==> config.mk <==
export PLATFORM = sky130hd
export DESIGN_NAME = tile_drain_streamer
export DESIGN_NICKNAME = d
export VERILOG_FILES = /design/src/rtl/tile_drain_streamer.sv
export SDC_FILE = /design/constraint.sdc
export NUM_CORES = 1
export LEC_CHECK = 0
export CORE_MARGIN = 5
export CORE_UTILIZATION = 30
export CTS_CLUSTER_SIZE = 20
export DETAILED_ROUTE_END_ITERATION = 10
export HOLD_SLACK_MARGIN = 0.08
export PLACE_DENSITY = 0.66
export SLEW_MARGIN = 40
export SYNTH_ARGS = -nofsm -noshare
export SYNTH_HDL_FRONTEND = slang
export SYNTH_SLANG_ARGS = --single-unit
==> constraint.sdc <==
create_clock -name clk -period 2.7 [get_ports clk]
set_clock_uncertainty 0.15 [all_clocks]
set_input_delay 0.54 -clock clk [delete_from_list [all_inputs] [get_ports clk]]
set_output_delay 0.54 -clock clk [all_outputs]
set_load 0.03 [all_outputs]
==> src/rtl/tile_drain_streamer.sv <==
// Scans every tile of a binned frame in ascending order, streams its stored points
// with tile/first/last tags over valid/ready, then clears the drained tile's count.
module tile_drain_streamer #(
   parameter int NUM_TILES    = 256,
   parameter int TILE_W       = 8,
   parameter int PTS_PER_TILE = 32,
   parameter int SLOT_W       = 5,
   parameter int CNT_W        = 6,
   parameter int POINT_W      = 32
) (
   input  logic               clk,
   input  logic               reset_n,
   input  logic               start,
   input  logic               abort,
   output logic               busy,
   output logic               done,
   output logic [TILE_W-1:0]  cnt_rd_idx,
   input  logic [CNT_W-1:0]   cnt_rd_data,
   output logic               pt_rd_en,
   output logic [TILE_W-1:0]  pt_rd_tile,
   output logic [SLOT_W-1:0]  pt_rd_slot,
   input  logic [POINT_W-1:0] pt_rd_data,
   output logic               clr_en,
   output logic [TILE_W-1:0]  clr_idx,
   output logic               out_valid,
   input  logic               out_ready,
   output logic [POINT_W-1:0] out_point,
   output logic [TILE_W-1:0]  out_tile,
   output logic               out_first,
   output logic               out_last,
   output logic [15:0]        pts_emitted,
   output logic [TILE_W:0]    tiles_nonempty
);

   typedef enum logic [2:0] {
      S_IDLE, S_CNT_RD, S_CNT_CHK, S_PT_RD, S_PT_HOLD, S_CLR, S_DONE
   } state_t;

   localparam logic [CNT_W-1:0]  MAX_CNT   = CNT_W'(PTS_PER_TILE);
   localparam logic [TILE_W-1:0] LAST_TILE = TILE_W'(NUM_TILES - 1);

   state_t               state_q, state_d;
   logic [TILE_W-1:0]    tile_q, tile_d;
   logic [SLOT_W-1:0]    slot_q, slot_d;
   logic [CNT_W-1:0]     cnt_q, cnt_d;
   logic                 busy_q, busy_d;
   logic                 done_q, done_d;
   logic                 pt_rd_en_q, pt_rd_en_d;
   logic                 clr_en_q, clr_en_d;
   logic                 out_valid_q, out_valid_d;
   logic                 out_first_q, out_first_d;
   logic                 out_last_q, out_last_d;
   logic                 hold_first_q, hold_first_d;
   logic [POINT_W-1:0]   point_q, point_d;
   logic [15:0]          pts_emitted_q, pts_emitted_d;
   logic [TILE_W:0]      tiles_nonempty_q, tiles_nonempty_d;
   logic                 handshake;
   logic                 adv_tile;

   function automatic logic [CNT_W-1:0] clamp_cnt(input logic [CNT_W-1:0] raw);
      return (raw > MAX_CNT) ? MAX_CNT : raw;
   endfunction

   function automatic logic [15:0] sat_inc16(input logic [15:0] v);
      return (v == 16'hFFFF) ? v : v + 16'd1;
   endfunction

   assign handshake = out_valid_q & out_ready;

   always_comb begin
      state_d          = state_q;
      tile_d           = tile_q;
      slot_d           = slot_q;
      cnt_d            = cnt_q;
      busy_d           = busy_q;
      done_d           = 1'b0;
      pt_rd_en_d       = 1'b0;
      clr_en_d         = 1'b0;
      out_valid_d      = out_valid_q;
      out_first_d      = out_first_q;
      out_last_d       = out_last_q;
      hold_first_d     = 1'b0;
      point_d          = point_q;
      pts_emitted_d    = pts_emitted_q;
      tiles_nonempty_d = tiles_nonempty_q;
      adv_tile         = 1'b0;

      case (state_q)
         S_IDLE: begin
            if (start) begin
               tile_d           = '0;
               pts_emitted_d    = '0;
               tiles_nonempty_d = '0;
               busy_d           = 1'b1;
               state_d          = S_CNT_RD;
            end
         end
         S_CNT_RD: state_d = S_CNT_CHK;
         S_CNT_CHK: begin
            cnt_d = clamp_cnt(cnt_rd_data);
            if (clamp_cnt(cnt_rd_data) == '0) begin
               adv_tile = 1'b1;
            end else begin
               slot_d           = '0;
               tiles_nonempty_d = tiles_nonempty_q + (TILE_W+1)'(1);
               pt_rd_en_d       = 1'b1;
               state_d          = S_PT_RD;
            end
         end
         S_PT_RD: begin
            out_valid_d  = 1'b1;
            hold_first_d = 1'b1;
            out_first_d  = (slot_q == '0);
            out_last_d   = ((CNT_W'(slot_q) + CNT_W'(1)) == cnt_q);
            state_d      = S_PT_HOLD;
         end
         S_PT_HOLD: begin
            if (hold_first_q) point_d = pt_rd_data;
            if (handshake) begin
               out_valid_d   = 1'b0;
               pts_emitted_d = sat_inc16(pts_emitted_q);
               if (out_last_q) begin
                  clr_en_d = 1'b1;
                  state_d  = S_CLR;
               end else begin
                  slot_d     = slot_q + SLOT_W'(1);
                  pt_rd_en_d = 1'b1;
                  state_d    = S_PT_RD;
               end
            end
         end
         S_CLR:  adv_tile = 1'b1;
         S_DONE: state_d = S_IDLE;
         default: state_d = S_IDLE;
      endcase

      if (adv_tile) begin
         if (tile_q == LAST_TILE) begin
            done_d  = 1'b1;
            busy_d  = 1'b0;
            state_d = S_DONE;
         end else begin
            tile_d  = tile_q + TILE_W'(1);
            state_d = S_CNT_RD;
         end
      end

      // A beat accepted in the abort cycle still counts; everything else is dropped.
      if (abort && (state_q != S_IDLE)) begin
         state_d          = S_IDLE;
         busy_d           = 1'b0;
         done_d           = 1'b0;
         clr_en_d         = 1'b0;
         pt_rd_en_d       = 1'b0;
         out_valid_d      = 1'b0;
         hold_first_d     = 1'b0;
         tiles_nonempty_d = tiles_nonempty_q;
      end
   end

   always_ff @(posedge clk or negedge reset_n) begin
      if (!reset_n) begin
         state_q          <= S_IDLE;
         tile_q           <= '0;
         slot_q           <= '0;
         cnt_q            <= '0;
         busy_q           <= 1'b0;
         done_q           <= 1'b0;
         pt_rd_en_q       <= 1'b0;
         clr_en_q         <= 1'b0;
         out_valid_q      <= 1'b0;
         out_first_q      <= 1'b0;
         out_last_q       <= 1'b0;
         hold_first_q     <= 1'b0;
         point_q          <= '0;
         pts_emitted_q    <= '0;
         tiles_nonempty_q <= '0;
      end else begin
         state_q          <= state_d;
         tile_q           <= tile_d;
         slot_q           <= slot_d;
         cnt_q            <= cnt_d;
         busy_q           <= busy_d;
         done_q           <= done_d;
         pt_rd_en_q       <= pt_rd_en_d;
         clr_en_q         <= clr_en_d;
         out_valid_q      <= out_valid_d;
         out_first_q      <= out_first_d;
         out_last_q       <= out_last_d;
         hold_first_q     <= hold_first_d;
         point_q          <= point_d;
         pts_emitted_q    <= pts_emitted_d;
         tiles_nonempty_q <= tiles_nonempty_d;
      end
   end

   // The point RAM output is already a register; forward it on the first hold
   // cycle so a beat costs two cycles, then present the captured copy while stalled.
   assign out_point      = hold_first_q ? pt_rd_data : point_q;
   assign busy           = busy_q;
   assign done           = done_q;
   assign cnt_rd_idx     = tile_q;
   assign pt_rd_en       = pt_rd_en_q;
   assign pt_rd_tile     = tile_q;
   assign pt_rd_slot     = slot_q;
   assign clr_en         = clr_en_q;
   assign clr_idx        = tile_q;
   assign out_valid      = out_valid_q;
   assign out_tile       = tile_q;
   assign out_first      = out_first_q;
   assign out_last       = out_last_q;
   assign pts_emitted    = pts_emitted_q;
   assign tiles_nonempty = tiles_nonempty_q;

endmodule
==> results_dict.tcl, run 1 <==
set metrics [dict create \
    dieHeight_um 135 \
    syn_area_mm2 0.00469 \
    vias 4101 \
    rsz0062_at_grt "no" \
    cp.depth 3 \
    clockBufferDepth 2 \
    worst-setup-path-type "reg -> out" \
    yosysSeqAreaShare_pct 46.4 \
    nNetsFinal 680 \
    cp_slowest_cell "clkdlybuf4s50_1" \
    path_max_fanout 32 \
    grt_pass1_wl_um 21000 \
    finalCritPeriodShare_pct 96.5 \
    yosys_warnings 0 \
    cts_root_buffer "clkbuf_16" \
    dp_hpwl_um 9220 \
    yosys.cell_types.count 53 \
    holdPathStages 2 \
    critPathBufInv 2 \
    max_stage_delay_ns 0.60 \
    worst_slew_pin_slew_ns 0.617 \
    io_pins 144 \
    swShare_pct 39.1 \
    drtPass1Iterations 4 \
    period_minus_slack_ns 2.61 \
    synth_flop_cell "dfrtp_1" \
    end_kind "output pin" \
    avgViaCountPerCell 4.84 \
    wl_per_cell_um 14.7 \
    hold_viol 0 \
    cts_setup_buffers 0 \
    cts_buffers 9 \
    r2r_cells 5 \
    clk_latency_ns 0.34 \
    path_clk_slew_ns 0.06 \
    crit_arrival_ns 1.92 \
    internal-power_mw 3.52 \
    grt_max_degree 47 \
    drc 0 \
    n_antenna_cell 0 \
    place_congestion 0.785 \
    rows 45 \
    hold_start "point_q[11]" \
    synth_nets 555 \
    ir_worst_vdd_mv 0.414 \
    p_sw_mw 2.26 \
    drive_above_1_share_pct 11.8 \
    clkPwrFrac_pct 21.4 \
    ys_async_sr_fraction_pct 100 \
    antenna_found_initial 0 \
    status "completed" \
    cts_tree "built" \
    maxCapViolCount 0 \
    synth-edff-count 0 \
    leakagePower_nw 2.75 \
    cts.sinks 87 \
    max_freq_mhz 384 \
    avgSynthCellArea_um2 9.24 \
    drtAntennaViolNets 0 \
    holdCritPathClass "reg -> reg" \
    synth.ff_latch_count 87 \
    pwr_density_cell_mw_per_mm2 882 \
    dieArea_mm2 0.0182 \
    cts_max_level 3 \
    areaGrowthSynthToFinish_pct 39.9 \
    grt_usage_pct 14.0 \
    finalSetupTns_ns 0 \
    nFillCells 1475 \
    path_cells "buf_12 -> mux2_2 -> clkdlybuf4s50_1" \
    multi_input_comb_area_mm2 0.00223 \
    grt_pass1_vias 4188 \
    crit_start "hold_first_q" \
    dpl-instance-area_mm2 0.00626 \
    cp_data_required_time_ns 2.01 \
    portBuffers 143 \
    core_area_mm2 0.0153 \
    setup_viol_count_final 0 \
    die_w_um 135 \
    initial_core_util_pct 30.7 \
    design_area_mm2 0.00656 \
    grt_overflow 0 \
    crit_family "buffers and inverters" \
    p_comb_share_pct 45.4 \
    regToRegStartpoint "pts_emitted[0]" \
    start_kind "flop" \
    drt_iter0_markers 207 \
    p_total_mw 5.79 \
    seq_power_share_pct 33.2 \
    max_slew_margin_pct 58.8 \
    routed_wl_um 12500 \
    synth_cells 507 \
    regArea_mm2 0.00218 \
    maxSlewViolCount 0 \
]
-- layout by cell type (no fill, tap or decap), drive strengths merged, types with 3 or more instances in the layout --
master and instances:
a211oi 4, a21oi 14, a31o 3, and3 4, buf 16, clkbuf 12
clkdlybuf4s50 142, clkinv 3, dfrtp 87, ha 5, inv 5, mux2 32
nand2 144, nand3 16, nand3b 8, nand4 8, nor2 28, nor2b 4
nor3 3, nor3b 3, nor4 5, o211ai 6, o21ai 22, o31ai 5
or3 6, or4 3, xnor2 8, xor2 11
-- flip-flops by register name, summed over array words and instances, names as in the netlist --
name            flops
point_q            32
pts_emitted        16
tiles_nonempty      9
clr_idx             8
cnt_q               6
pt_rd_slot          5
state_q             3
busy                1
clr_en              1
done                1
hold_first_q        1
out_first           1
out_last            1
out_valid           1
pt_rd_en            1
-- cell usage after synthesis (4+ instances only) --
master | n | area [µm²]
o21ai_0 | 21 | 105
nor2b_1 | 4 | 25.0
nor2_1 | 27 | 101
nand3_1 | 15 | 75.1
o211ai_1 | 5 | 37.5
ha_1 | 5 | 62.6
xor2_1 | 11 | 96.3
or3_1 | 6 | 37.5
dfrtp_1 | 87 | 2180
nor4_1 | 4 | 25.0
nand2_1 | 144 | 541
buf_4 | 25 | 188
nand3b_1 | 8 | 60.1
a21oi_1 | 14 | 70.1
mux2_2 | 32 | 360
o31ai_1 | 5 | 37.5
nand4_1 | 8 | 50.1
a211oi_1 | 4 | 30.0
clkbuf_1 | 15 | 56.3
inv_1 | 5 | 18.8
xnor2_1 | 8 | 70.1
-- power groups by stage --
stage	combinational [mW]	sequential [mW]	clock [mW]
detailed placement	2.66	1.94	0
floorplan	1.64	1.92	0
finish	2.63	1.92	1.24
CTS	2.67	1.92	1.29
global route	2.85	1.97	1.34
global placement	2.62	1.93	0
-- repair_timing --
item	in CTS	in global routing
setup endpoints to repair	0	0
resized for setup	0	0
hold buffers	1	0
hold endpoints to repair	30	0
-- metrics by stage --
stage | hold slack [ns] | util (%) | std cells | setup slack [ns]
final | 0.317 | 43.0 | 848 | 0.0932
after global routing | 0.353 | 43.0 | 848 | 0.0200
after CTS | 0.325 | 43.0 | 848 | 0.0455
after detailed placement | 0.308 | 41.0 | 831 | 0.0227
after global placement | 0.304 | 41.0 | 831 | 0.0903
after floorplan | 0.0944 | - | 507 | 0.518
-- worst register-to-register path: stages, from the launching register on --
cell     delay, ns
dfrtp_1       0.43
ha_1          0.30
and3_1        0.23
a211o_4       0.37
or4_1         0.47
a21oi_1       0.17
-- area by class of cell --
class                           instances  share of cell area, %
Multi-Input combinational cell        370                   34.0
Sequential cell                        87                   33.2
Timing Repair Buffer                  159                   24.0
Tap cell                              211                   4.03
Clock buffer                           12                   3.76
Clock inverter                          4                  0.687
Inverter                                5                  0.286
-- layer usage --
layer / vias to the layer above / global-route usage (%) / share of wire, %
met5: - / 0 / 0
met4: 0 / 3.75 / 0.88
met3: 9 / 4.43 / 6.4
met2: 133 / 23.2 / 47
met1: 1987 / 17.8 / 45
li1: 1972 / - / -
-- worst paths after layout --
kind	end	slack, ns
max in group asynchronous	pts_emitted[8]	1.13
worst min register to register	point_q[11]	0.32
min in group asynchronous	pts_emitted[13]	0.60
worst max register to register	pts_emitted[15]	0.50
worst min-delay path	point_q[11]	0.32
worst max-delay path	out_point[26]	0.09
-- cell families (layout without fill, tap and decap cells) --
logic type | after synthesis | count (layout) | synth area share [%]
AOI/OAI and AO/OA | 72 | 72 | 11.0
xor gates and xnor gates | 19 | 19 | 3.55
adders and majority gates | 5 | 5 | 1.33
buffers and inverters | 50 | 180 | 6.06
DFF | 87 | 87 | 46.4
muxes | 34 | 34 | 8.12
and+or+nand+nor | 240 | 240 | 23.5
Power figures use the tool's default switching activity.
==> inputs of run 2 (changes only) <==
--- a/config.mk
+++ b/config.mk
@@ -5,12 +5,14 @@
 export SDC_FILE = /design/constraint.sdc
 export NUM_CORES = 1
 export LEC_CHECK = 0
+export CORE_ASPECT_RATIO = 1.5
 export CORE_MARGIN = 5
 export CORE_UTILIZATION = 30
 export CTS_CLUSTER_SIZE = 20
 export DETAILED_ROUTE_END_ITERATION = 10
 export HOLD_SLACK_MARGIN = 0.08
 export PLACE_DENSITY = 0.66
+export RECOVER_POWER = 50
 export SLEW_MARGIN = 40
 export SYNTH_ARGS = -nofsm -noshare
 export SYNTH_HDL_FRONTEND = slang
==> constraint.sdc (replaced) <==
create_clock -name clk -period 3.3 [get_ports clk]
set_clock_uncertainty 0.15 [all_clocks]
set_input_delay 0.66 -clock clk [delete_from_list [all_inputs] [get_ports clk]]
set_output_delay 0.66 -clock clk [all_outputs]
set_load 0.03 [all_outputs]
==> run 2 against run 1 <==
Compared with the run above:
- the run now ends with max-capacitance violations, max-slew violations left
- highest routed layer is now met5
- wire length shrank 1.3%
- largest power group unchanged
- critical endpoint is now out_point[8]
- utilization is 1.3 points lower
- first-iteration DRC count is 38% lower
- sequential cell count is the same
==> results_dict.tcl, run 2 (synthesis results as in run 1) <==
set metrics [dict create \
    path_cells "buf_4 -> mux2_2 -> clkdlybuf4s50_1" \
    drc 0 \
    cts_max_level 3 \
    finalSetupTns_ns 0 \
    place_congestion 0.809 \
    dieHeight_um 163 \
    cts_buffers 9 \
    violations "max-capacitance violations, max-slew violations" \
    hold_slack_ns 0.322 \
    holdCritPathClass "reg -> reg" \
    max_freq_mhz 351 \
    grt_overflow 0 \
    vias 4023 \
    pwr_density_cell_mw_per_mm2 737 \
    dieArea_mm2 0.0183 \
    initial_core_util_pct 30.3 \
    maxCapViolCount 1 \
    wl_per_cell_um 14.8 \
    crit_family "buffers and inverters" \
    mostFrequentLayoutCell "nand2_1" \
    rows 56 \
    avgViaCountPerCell 4.84 \
    cts_tree "built" \
    finalCritPeriodShare_pct 86.2 \
    hold_viol 0 \
    hold_buffers 0 \
    end_kind "output pin" \
    rsz0062_at_grt "no" \
    status "complete, but fails checks" \
    nNetsFinal 671 \
    top_register "point_q" \
    final_cell_mix "nand2_1 (144), clkdlybuf4s50_1 (138), dfrtp_1 (87), mux2_2 (32), nor2_1 (27)" \
    design_area_mm2 0.00645 \
    leakagePower_nw 2.70 \
    cts_resized 0 \
    die_w_um 112 \
    maxSlewViolCount 88 \
    drive_above_1_share_pct 10.0 \
    period_minus_slack_ns 2.85 \
    drtAntennaViolNets 0 \
    cp_data_required_time_ns 2.49 \
    n_antenna_cell 0 \
    setup_viol_count_final 0 \
    p_total_mw 4.75 \
    max_slew_margin_pct -43.6 \
    start_kind "flop" \
    dp_hpwl_um 9260 \
    core_area_mm2 0.0155 \
    grt_usage_pct 13.6 \
    grt_pass1_wl_um 20800 \
    routed_wl_um 12300 \
    io_pins 144 \
    ir_worst_vdd_mv 0.335 \
    cp_slowest_cell "clkdlybuf4s50_1" \
    drt_iter0_markers 129 \
    worst-setup-path-type "reg -> out" \
    clockBufferDepth 2 \
    path_max_fanout 32 \
    place_ws_ns 0.469 \
    grt_pass1_vias 4199 \
    max_stage_delay_ns 0.62 \
    cts.sinks 87 \
    grt_max_degree 88 \
    crit_arrival_ns 2.04 \
    setup_ws_ns 0.455 \
    clk_latency_ns 0.34 \
    drtPass1Iterations 4 \
    areaGrowthSynthToFinish_pct 37.6 \
    cts_setup_buffers 0 \
    dpl-instance-area_mm2 0.00617 \
    antenna_found_initial 1 \
    path_clk_slew_ns 0.06 \
    worst_slew_pin_slew_ns 2.15 \
    cts_root_buffer "clkbuf_16" \
    critPathBufInv 2 \
    portBuffers 143 \
    largest_reg_flops 32 \
]
==> run 2: changes by cell type in the layout (fill, tap and decap cells not counted), sizes merged <==
cell           change
buf               -12
bufinv             +1
clkbuf             +3
clkdlybuf4s50      -4
clkinv             -2
clkinvlp           +1
dlygate4sd3        +3
inv                +1
==> run 2: routing by layer <==
layer | wire length (µm) | part of all wire, % | vias to the layer above | global-route usage (%)
met1 | 5020 | 41 | 1940 | 15.6
met3 | 652 | 5.3 | 15 | 3.15
li1 | - | - | 1952 | -
met2 | 6430 | 52 | 114 | 24.9
met4 | 176 | 1.4 | 2 | 4.65
met5 | 13 | 0.11 | - | 0
==> run 2: where the power goes <==
part | total [mW] | internal (mW) | leakage [nW] | switching [mW]
registers | 1.57 | 1.35 | 1.12 | 0.225
logic | 2.11 | 0.904 | 1.43 | 1.20
clock network | 1.07 | 0.665 | 0.150 | 0.408
total | 4.75 | 2.92 | 2.70 | 1.84
==> run 2: tightest hold or removal path, delay by kind of cell, from the launching register on <==
kind          cells  cell delay, ns
flops             1            0.34
simple gates      2            0.11
==> run 2: area by class of cell <==
| type | instances | area, µm² |
|---|---|---|
| fill | 1538 | 9040 |
| multi-input combinational | 370 | 2220 |
| sequential | 87 | 2180 |
| timing repair buffer | 150 | 1470 |
| tap | 203 | 254 |
| clock buffer | 11 | 233 |
| clock inverter | 5 | 81.3 |
| inverter | 5 | 18.8 |
==> run 2: worst paths after layout <==
check,start,endpoint,slack [ns],depth (start not counted)
min,point_q[24],point_q[24],0.32,2
max reg2reg,state_q[2],clr_idx[7],0.74,6
min reg2reg,point_q[24],point_q[24],0.32,2
min in group asynchronous,reset_n,point_q[27],0.79,1
max,hold_first_q,out_point[8],0.45,3
max in group asynchronous,reset_n,done,0.94,1
==> run 2: stage by stage <==
stage | instances | utilization [%]
finish | 831 | 41.6
floorplan | 507 | -
global route | 831 | 41.6
CTS | 831 | 41.8
global placement | 815 | 39.8
detailed placement | 815 | 39.8
